===== config.mk =====
export PLATFORM = sky130hd
export DESIGN_NAME = ps2_move_decoder
export DESIGN_NICKNAME = d
export VERILOG_FILES = /design/src/rtl/ps2_move_decoder.sv
export SDC_FILE = /design/constraint.sdc
export NUM_CORES = 1
export LEC_CHECK = 0
export CORE_MARGIN = 3
export CORE_UTILIZATION = 25
export DETAILED_ROUTE_END_ITERATION = 12
export PLACE_DENSITY = 0.44
export SETUP_SLACK_MARGIN = 0.5
export SYNTH_ARGS = -nofsm -noshare
export SYNTH_HDL_FRONTEND = slang
export SYNTH_SLANG_ARGS = --single-unit

===== constraint.sdc =====
create_clock -name clk_100mhz -period 2.4 [get_ports clk_100mhz]
set_input_delay 0.6 -clock clk_100mhz [delete_from_list [all_inputs] [get_ports clk_100mhz]]
set_output_delay 0.6 -clock clk_100mhz [all_outputs]
set_load 0.05 [all_outputs]

===== src/rtl/ps2_move_decoder.sv =====
// PS/2 keyboard front end: synchronises and filters the pins, deframes 11-bit frames and turns
// arrow/WASD make codes into one move pulse per physical key press.
module ps2_move_decoder #(
  parameter int unsigned FILTER_LEN  = 8,
  parameter int unsigned TIMEOUT_CYC = 200000
) (
  input  logic       clk_100mhz,
  input  logic       RSTN,
  input  logic       PS2_clk,
  input  logic       PS2_data,
  output logic       move_valid,
  output logic [1:0] move_dir,
  output logic [7:0] scan_code,
  output logic       code_valid,
  output logic       frame_err,
  output logic [3:0] key_held
);

  localparam int unsigned FW = $clog2(FILTER_LEN + 1);
  localparam int unsigned TW = $clog2(TIMEOUT_CYC + 1);

  localparam logic [0:0] StIdle = 1'b0;
  localparam logic [0:0] StRecv = 1'b1;

  logic clk_meta_q, clk_sync_q, data_meta_q, data_sync_q;
  logic clk_filt_q, clk_filt_prev_q;
  logic [FW-1:0] filt_cnt_q;
  logic strobe;

  always_ff @(posedge clk_100mhz or negedge RSTN) begin
    if (!RSTN) begin
      clk_meta_q      <= 1'b1;
      clk_sync_q      <= 1'b1;
      data_meta_q     <= 1'b1;
      data_sync_q     <= 1'b1;
      clk_filt_q      <= 1'b1;
      clk_filt_prev_q <= 1'b1;
      filt_cnt_q      <= '0;
    end else begin
      clk_meta_q      <= PS2_clk;
      clk_sync_q      <= clk_meta_q;
      data_meta_q     <= PS2_data;
      data_sync_q     <= data_meta_q;
      clk_filt_prev_q <= clk_filt_q;
      // Filtered clock only follows after FILTER_LEN consecutive disagreeing samples
      if (clk_sync_q != clk_filt_q) begin
        if (filt_cnt_q == FW'(FILTER_LEN - 1)) begin
          clk_filt_q <= ~clk_filt_q;
          filt_cnt_q <= '0;
        end else begin
          filt_cnt_q <= filt_cnt_q + 1'b1;
        end
      end else begin
        filt_cnt_q <= '0;
      end
    end
  end

  assign strobe = clk_filt_prev_q & ~clk_filt_q;

  logic [0:0]    state_q, state_d;
  logic [3:0]    bit_cnt_q, bit_cnt_d;
  logic [8:0]    shift_q, shift_d;
  logic [TW-1:0] tcnt_q, tcnt_d;
  logic [7:0]    scan_code_q, scan_code_d;
  logic          code_valid_q, code_valid_d;
  logic          frame_err_q, frame_err_d;

  always_comb begin
    state_d      = state_q;
    bit_cnt_d    = bit_cnt_q;
    shift_d      = shift_q;
    tcnt_d       = '0;
    scan_code_d  = scan_code_q;
    code_valid_d = 1'b0;
    frame_err_d  = 1'b0;
    case (state_q)
      StIdle: begin
        if (strobe && !data_sync_q) begin
          state_d   = StRecv;
          bit_cnt_d = 4'd1;
        end
      end
      StRecv: begin
        if (strobe) begin
          if (bit_cnt_q == 4'd10) begin
            state_d = StIdle;
            // shift_q holds {parity, data[7:0]}; current sample is the stop bit
            if ((^shift_q) && data_sync_q) begin
              code_valid_d = 1'b1;
              scan_code_d  = shift_q[7:0];
            end else begin
              frame_err_d = 1'b1;
            end
          end else begin
            shift_d   = {data_sync_q, shift_q[8:1]};
            bit_cnt_d = bit_cnt_q + 4'd1;
          end
        end else if (tcnt_q == TW'(TIMEOUT_CYC - 1)) begin
          state_d     = StIdle;
          frame_err_d = 1'b1;
        end else begin
          tcnt_d = tcnt_q + 1'b1;
        end
      end
      default: state_d = StIdle;
    endcase
  end

  always_ff @(posedge clk_100mhz or negedge RSTN) begin
    if (!RSTN) begin
      state_q      <= StIdle;
      bit_cnt_q    <= '0;
      shift_q      <= '0;
      tcnt_q       <= '0;
      scan_code_q  <= '0;
      code_valid_q <= 1'b0;
      frame_err_q  <= 1'b0;
    end else begin
      state_q      <= state_d;
      bit_cnt_q    <= bit_cnt_d;
      shift_q      <= shift_d;
      tcnt_q       <= tcnt_d;
      scan_code_q  <= scan_code_d;
      code_valid_q <= code_valid_d;
      frame_err_q  <= frame_err_d;
    end
  end

  logic       ext_q, brk_q, move_valid_q;
  logic [1:0] move_dir_q;
  logic [3:0] held_q;
  logic       map_hit;
  logic [1:0] map_dir;

  always_comb begin
    map_hit = 1'b1;
    map_dir = 2'd0;
    if (ext_q) begin
      case (scan_code_q)
        8'h75:   map_dir = 2'd0;
        8'h72:   map_dir = 2'd1;
        8'h6B:   map_dir = 2'd2;
        8'h74:   map_dir = 2'd3;
        default: map_hit = 1'b0;
      endcase
    end else begin
      case (scan_code_q)
        8'h1D:   map_dir = 2'd0;
        8'h1B:   map_dir = 2'd1;
        8'h1C:   map_dir = 2'd2;
        8'h23:   map_dir = 2'd3;
        default: map_hit = 1'b0;
      endcase
    end
  end

  always_ff @(posedge clk_100mhz or negedge RSTN) begin
    if (!RSTN) begin
      ext_q        <= 1'b0;
      brk_q        <= 1'b0;
      held_q       <= '0;
      move_valid_q <= 1'b0;
      move_dir_q   <= '0;
    end else begin
      move_valid_q <= 1'b0;
      if (frame_err_q) begin
        ext_q <= 1'b0;
        brk_q <= 1'b0;
      end else if (code_valid_q) begin
        if (scan_code_q == 8'hE0) begin
          ext_q <= 1'b1;
        end else if (scan_code_q == 8'hF0) begin
          brk_q <= 1'b1;
        end else begin
          ext_q <= 1'b0;
          brk_q <= 1'b0;
          if (map_hit) begin
            if (brk_q) begin
              held_q[map_dir] <= 1'b0;
            end else if (!held_q[map_dir]) begin
              // Held bit suppresses typematic repeats until the break arrives
              move_valid_q    <= 1'b1;
              move_dir_q      <= map_dir;
              held_q[map_dir] <= 1'b1;
            end
          end
        end
      end
    end
  end

  assign move_valid = move_valid_q;
  assign move_dir   = move_dir_q;
  assign scan_code  = scan_code_q;
  assign code_valid = code_valid_q;
  assign frame_err  = frame_err_q;
  assign key_held   = held_q;

endmodule


**After elaboration in Yosys (flattened, before gate mapping)**

Cells that the tools add are included.

- Bits in registers: 61
- Word-level logic and storage cells: 122
- Input bits: 4
- Output and inout port bits: 17

- Reduce and logical (&&, ||, !) cells: 16
- Bitwise logic cells: 12
- Equal/unequal tests: 20
- Muxes and demuxes: 50
- $lt $le $gt $ge: 2
- Add/subtract/negate cells: 3

Operators by type and width:

| kind | count |
|---|---|
| $mux 18 | 3 |
| $mux 1 | 33 |
| $eq 8x7->1 const B | 4 |
| $mux 4 | 7 |
| $eq 8x5->1 const B | 3 |
| $add 18x1->18 const B | 1 |
| $eq 18x18->1 const B | 1 |
| $eq 8x8->1 const B | 2 |
| $pmux 2 s3 | 2 |
| $ne 2x2->1 const B | 5 |
| $reduce_xor 9->1 | 1 |
| $add 4x1->4 const B | 2 |
| $eq 8x6->1 const B | 1 |
| $not 1->1 | 8 |
| $pmux 4 s2 | 1 |
| $reduce_or 4->1 | 2 |
| $reduce_and 7->1 | 1 |
| $reduce_and 2->1 | 3 |
| $reduce_and 3->1 | 2 |
| $reduce_and 6->1 | 1 |
| $and 4x4->4 | 1 |
| $eq 4x3->1 const B | 1 |
| $eq 4x4->1 const B | 1 |
| $not 4->4 | 1 |
| 14 further kinds | 16 |

**Logic depth before layout (Yosys ltp)**

- Depth in word-level cells: 12
- Gate-level depth with buffers: 9

**Least setup slack after synthesis**

No wires, ideal clock.

- Path kind: reg2reg
- From: register scan_code_q[4], in the netlist scan_code[4]
- To: register move_dir_q[0], in the netlist move_dir[0]
- Buffers on the path: 1
- Stages on the path, launching flop included: 8
- Data required time: 2.272 ns
- Library setup time: 0.128 ns
- Data arrival time: 2.378 ns
- Path slack: -0.106 ns
- Path through: dfrtp_1 buf_6 or3b_4 a2111o_1 nand3_1 nand3_2 a211oi_4 mux2_1

- Cells in the longest elaborated chain, start to end: 7
- Elaborated cells between the ends (all ways): 24
- Those cells by class: 10 x eq/ne; 8 x mux; 3 x bitwise; 3 x reduce/logical

Ends and longest elaborated chain:

| item | RTL line | RTL |
|---|---|---|
| start, declared | 65 | `logic [7:0] scan_code_q, scan_code_d;` |
| start signal, assigned | 124 | `scan_code_q <= scan_code_d;` |
| $eq 8x6->1 (tied with other cells) | 148 | `case (scan_code_q)` |
| $pmux 2 s3, on equally long branches | 148, 140 |  |
| $mux 2 | 139 | `if (ext_q) begin` |
| $bmux 1 s2 | 181 | `end else if (!held_q[map_dir]) begin` |
| $mux 1 (implied by the code) | 181 |  |
| $not 1->1 (no line) | -- |  |
| $reduce_and 7->1 (no line) | -- |  |
| end signal, assigned | 184 | `move_dir_q <= map_dir;` |
| end, declared | 131 | `logic [1:0] move_dir_q;` |

Parallel ways exist; a longest one is shown, timed or not. The select of a mux whose other input is x is not followed.
A chain may end at the register's enable or synchronous reset.

**Final worst setup path**

Ends and elaborated chain as after synthesis.

==> impl_metrics.tcl <==
set metrics [dict create \
    pre_cts_slack_ps 138 \
    relSlewSlack 0.671 \
    cts_root_buf "clkbuf_16" \
    clk_pin_slew_ps 50 \
    gr-usage-met1 0.127 \
    maxCapViolCount 0 \
    p_leak_nw 1.72 \
    synth_edf_count 0 \
    placed_area_um2 3400 \
    hold_class "in -> async" \
    syn_area_um2 2950 \
    wl_mm 6.17 \
    die_h_um 115 \
    fp.coreArea_um2 11500 \
    ios 21 \
    worstPathArrival_ps 2460 \
    place_inst 436 \
    grt_max_degree 31 \
    drt-initial-drc-count 69 \
    worstMarginPinSlew_ps 496 \
    path_class "reg -> reg" \
    synthCells 267 \
    htreeDepth 3 \
    grt_first_pass_wirelength_mm 10.4 \
    vias 2156 \
    yosysWarnings 0 \
    synth_cell_types 56 \
    antenna_found_initial 0 \
    status "completed" \
    met3_usage 0.0338 \
    clock_skew_ps 6.61 \
    rr_startpoint "scan_code[4]" \
    port_buffers 20 \
    post_synth.cell_area_avg_um2 11.1 \
    busiest_layer "met2" \
    clock_latency_ps 320 \
    synth_seq_area_share 0.519 \
    ys_seq_elements 61 \
    clockBufferDepth 2 \
    finalHoldViolations 0 \
    grt_setup_unrepaired "true" \
    synth_area_leader_cell "dfrtp_1" \
    crit_fanout 7 \
    power.total_mw 2.82 \
    grt_pass1_vias 2194 \
    maxSlewViolCount 0 \
    synth_top_area_frac 0.466 \
    cellPowerDensity_nw_per_um2 722 \
    cts_hold_buffers 0 \
    area_delta_synth_final_pct 32.1 \
    initial_core_util 0.258 \
    critical_path_required_ps 2610 \
    dp_hpwl_mm 4.16 \
    grt.total_usage 0.0998 \
    end_kind "register" \
    clock_sink_count 61 \
    worstSetupStartpointType "register" \
    ir_drop_mv 0.318 \
    syn-num-nets 275 \
    fmax_mhz 443 \
    synth-main-ff-cell "dfrtp_1" \
    cts_buffers 9 \
    min_period_over_period 0.940 \
    r2r-end "move_dir[0]" \
    final_cells 472 \
    drtPass1Iterations 4 \
    drcViolationCount 0 \
    worst_slack_ps 145 \
    nets 332 \
    r2r_cells 6 \
    async_flop_share 1.00 \
    met2_usage 0.154 \
    rows 39 \
    die_width_um 115 \
    ys_top_cells_by_area "dfrtp_1 (47%), mux2_2 (6.5%), dfstp_2 (5.3%), xnor2_1 (4.2%), xor2_1 (3.9%)" \
    cts_tree "built" \
    grt_overflow_total 0 \
    final.min_clock_period_ps 2260 \
    setup_violations 0 \
    wl_per_cell_um 13.1 \
    antenna_cells 0 \
    fin_area_um2 3900 \
    drive_gt1_frac 0.334 \
    die_area_um2 13200 \
    gp_congestion 0.744 \
    viasPerCell 4.57 \
    final_antenna_net_count 0 \
    final_core_util 0.340 \
    r2r_slack_ps 140 \
]
-- state kept, by name (all words and copies together), names as in the netlist, named ones only --
| signal | cells |
|---|---|
| ext_q | 1 |
| data_meta_q | 1 |
| frame_err | 1 |
| brk_q | 1 |
| filt_cnt_q | 4 |
| scan_code | 8 |
| shift_q | 9 |
| clk_filt_q | 1 |
| bit_cnt_q | 4 |
| clk_meta_q | 1 |
| clk_filt_prev_q | 1 |
| code_valid | 1 |
| data_sync_q | 1 |
| state_q | 1 |
| tcnt_q | 18 |
| clk_sync_q | 1 |
| move_valid | 1 |
| move_dir | 2 |
-- power by group --
part           leakage, nW  internal, mW  switching, mW  total [mW]
Clock                0.137         0.751          0.423        1.17
Sequential           0.812          1.14         0.0887        1.22
Combinational        0.775         0.188          0.230       0.417
-- critical path, cell delays in order, from the launching register on --
cell and delay, ps:
dfrtp_2 420, or3b_4 420, a211o_1 280, a311oi_2 330, o21ai_4 160, a211oi_4 210, mux2_4 320
-- cells in the mapped netlist (4+ instances only) --
library cell / n
and2_1: 4
and3_1: 6
clkbuf_1: 5
dfrtp_1: 55
dfstp_2: 6
ha_1: 4
inv_1: 8
mux2_2: 17
nand2_1: 18
nand2b_1: 5
nand3_1: 11
nor2_1: 28
nor2b_1: 4
nor3_1: 6
o21ai_0: 9
xnor2_1: 14
xor2_1: 13
-- cell families (layout without fill, tap and decap cells) --
group / after synthesis / count (layout) / share of synthesized area
AO/OA/AOI/OAI: 34 / 34 / 0.0903
adder cells (fa/ha/maj): 4 / 4 / 0.0169
buffers and inverters: 15 / 77 / 0.0216
flip-flops: 61 / 61 / 0.519
multiplexers: 20 / 20 / 0.0754
AND/OR/NAND/NOR: 106 / 106 / 0.196
XOR/XNOR: 27 / 27 / 0.0801
-- worst max path at each step --
stage / from / to / slack, ps / cells past startpoint
after detailed placement: scan_code[3] / move_dir[0] / 140 / 6
after global routing: scan_code[5] / move_dir[0] / 80 / 7
after floorplan: scan_code[4] / move_dir[0] / -2 / 7
after CTS: scan_code[4] / move_dir[0] / 150 / 6
after global placement: scan_code[2] / move_dir[0] / 130 / 6
final: scan_code[4] / move_dir[0] / 140 / 6
-- area by class of cell --
| class | count | area (um2) |
|---|---|---|
| clock buffer | 14 | 264 |
| clock inverter | 2 | 10.0 |
| fill | 1142 | 7570 |
| inverter | 8 | 30.0 |
| multi-input combinational | 191 | 1450 |
| sequential | 61 | 1540 |
| tap | 143 | 179 |
| timing repair buffer | 53 | 422 |
-- what timing repair did --
| item | in CTS | in global routing |
|---|---|---|
| pin swaps | 5 | 5 |
| resized for setup | 33 | 26 |
| setup buffers | 6 | 14 |
| endpoints found under the hold margin | 0 | 0 |
| endpoints found under the setup margin | 24 | 35 |
| cloned | 0 | 0 |
-- per-stage QoR --
stage,hold slack (ps),setup TNS (ps)
2_1_floorplan,304,-1.75
3_3_place_gp,347,0
3_5_place_dp,348,0
4_1_cts,104,0
5_1_grt,112,0
6_report,110,0
-- layout by cell type (no fill, tap or decap), drive strengths merged, types with 5 or more instances in the layout --
master / instances
nor2: 28
nand3: 12
dlygate4sd2: 5
xor2: 13
inv: 8
clkbuf: 19
mux2: 18
nand2b: 5
buf: 34
and3: 6
clkdlybuf4s15: 7
o21ai: 13
nor3: 6
dfstp: 6
nand2: 19
dfrtp: 55
xnor2: 14
-- per-layer routing --
metal	share of wire	wire length (um)	up-vias
met2	0.46	2860	35
met1	0.47	2900	1049
li1	-	-	1063
met4	0.016	101	0
met5	0	0	-
met3	0.050	311	9
Note: power is estimated with default switching activity, not from simulation.
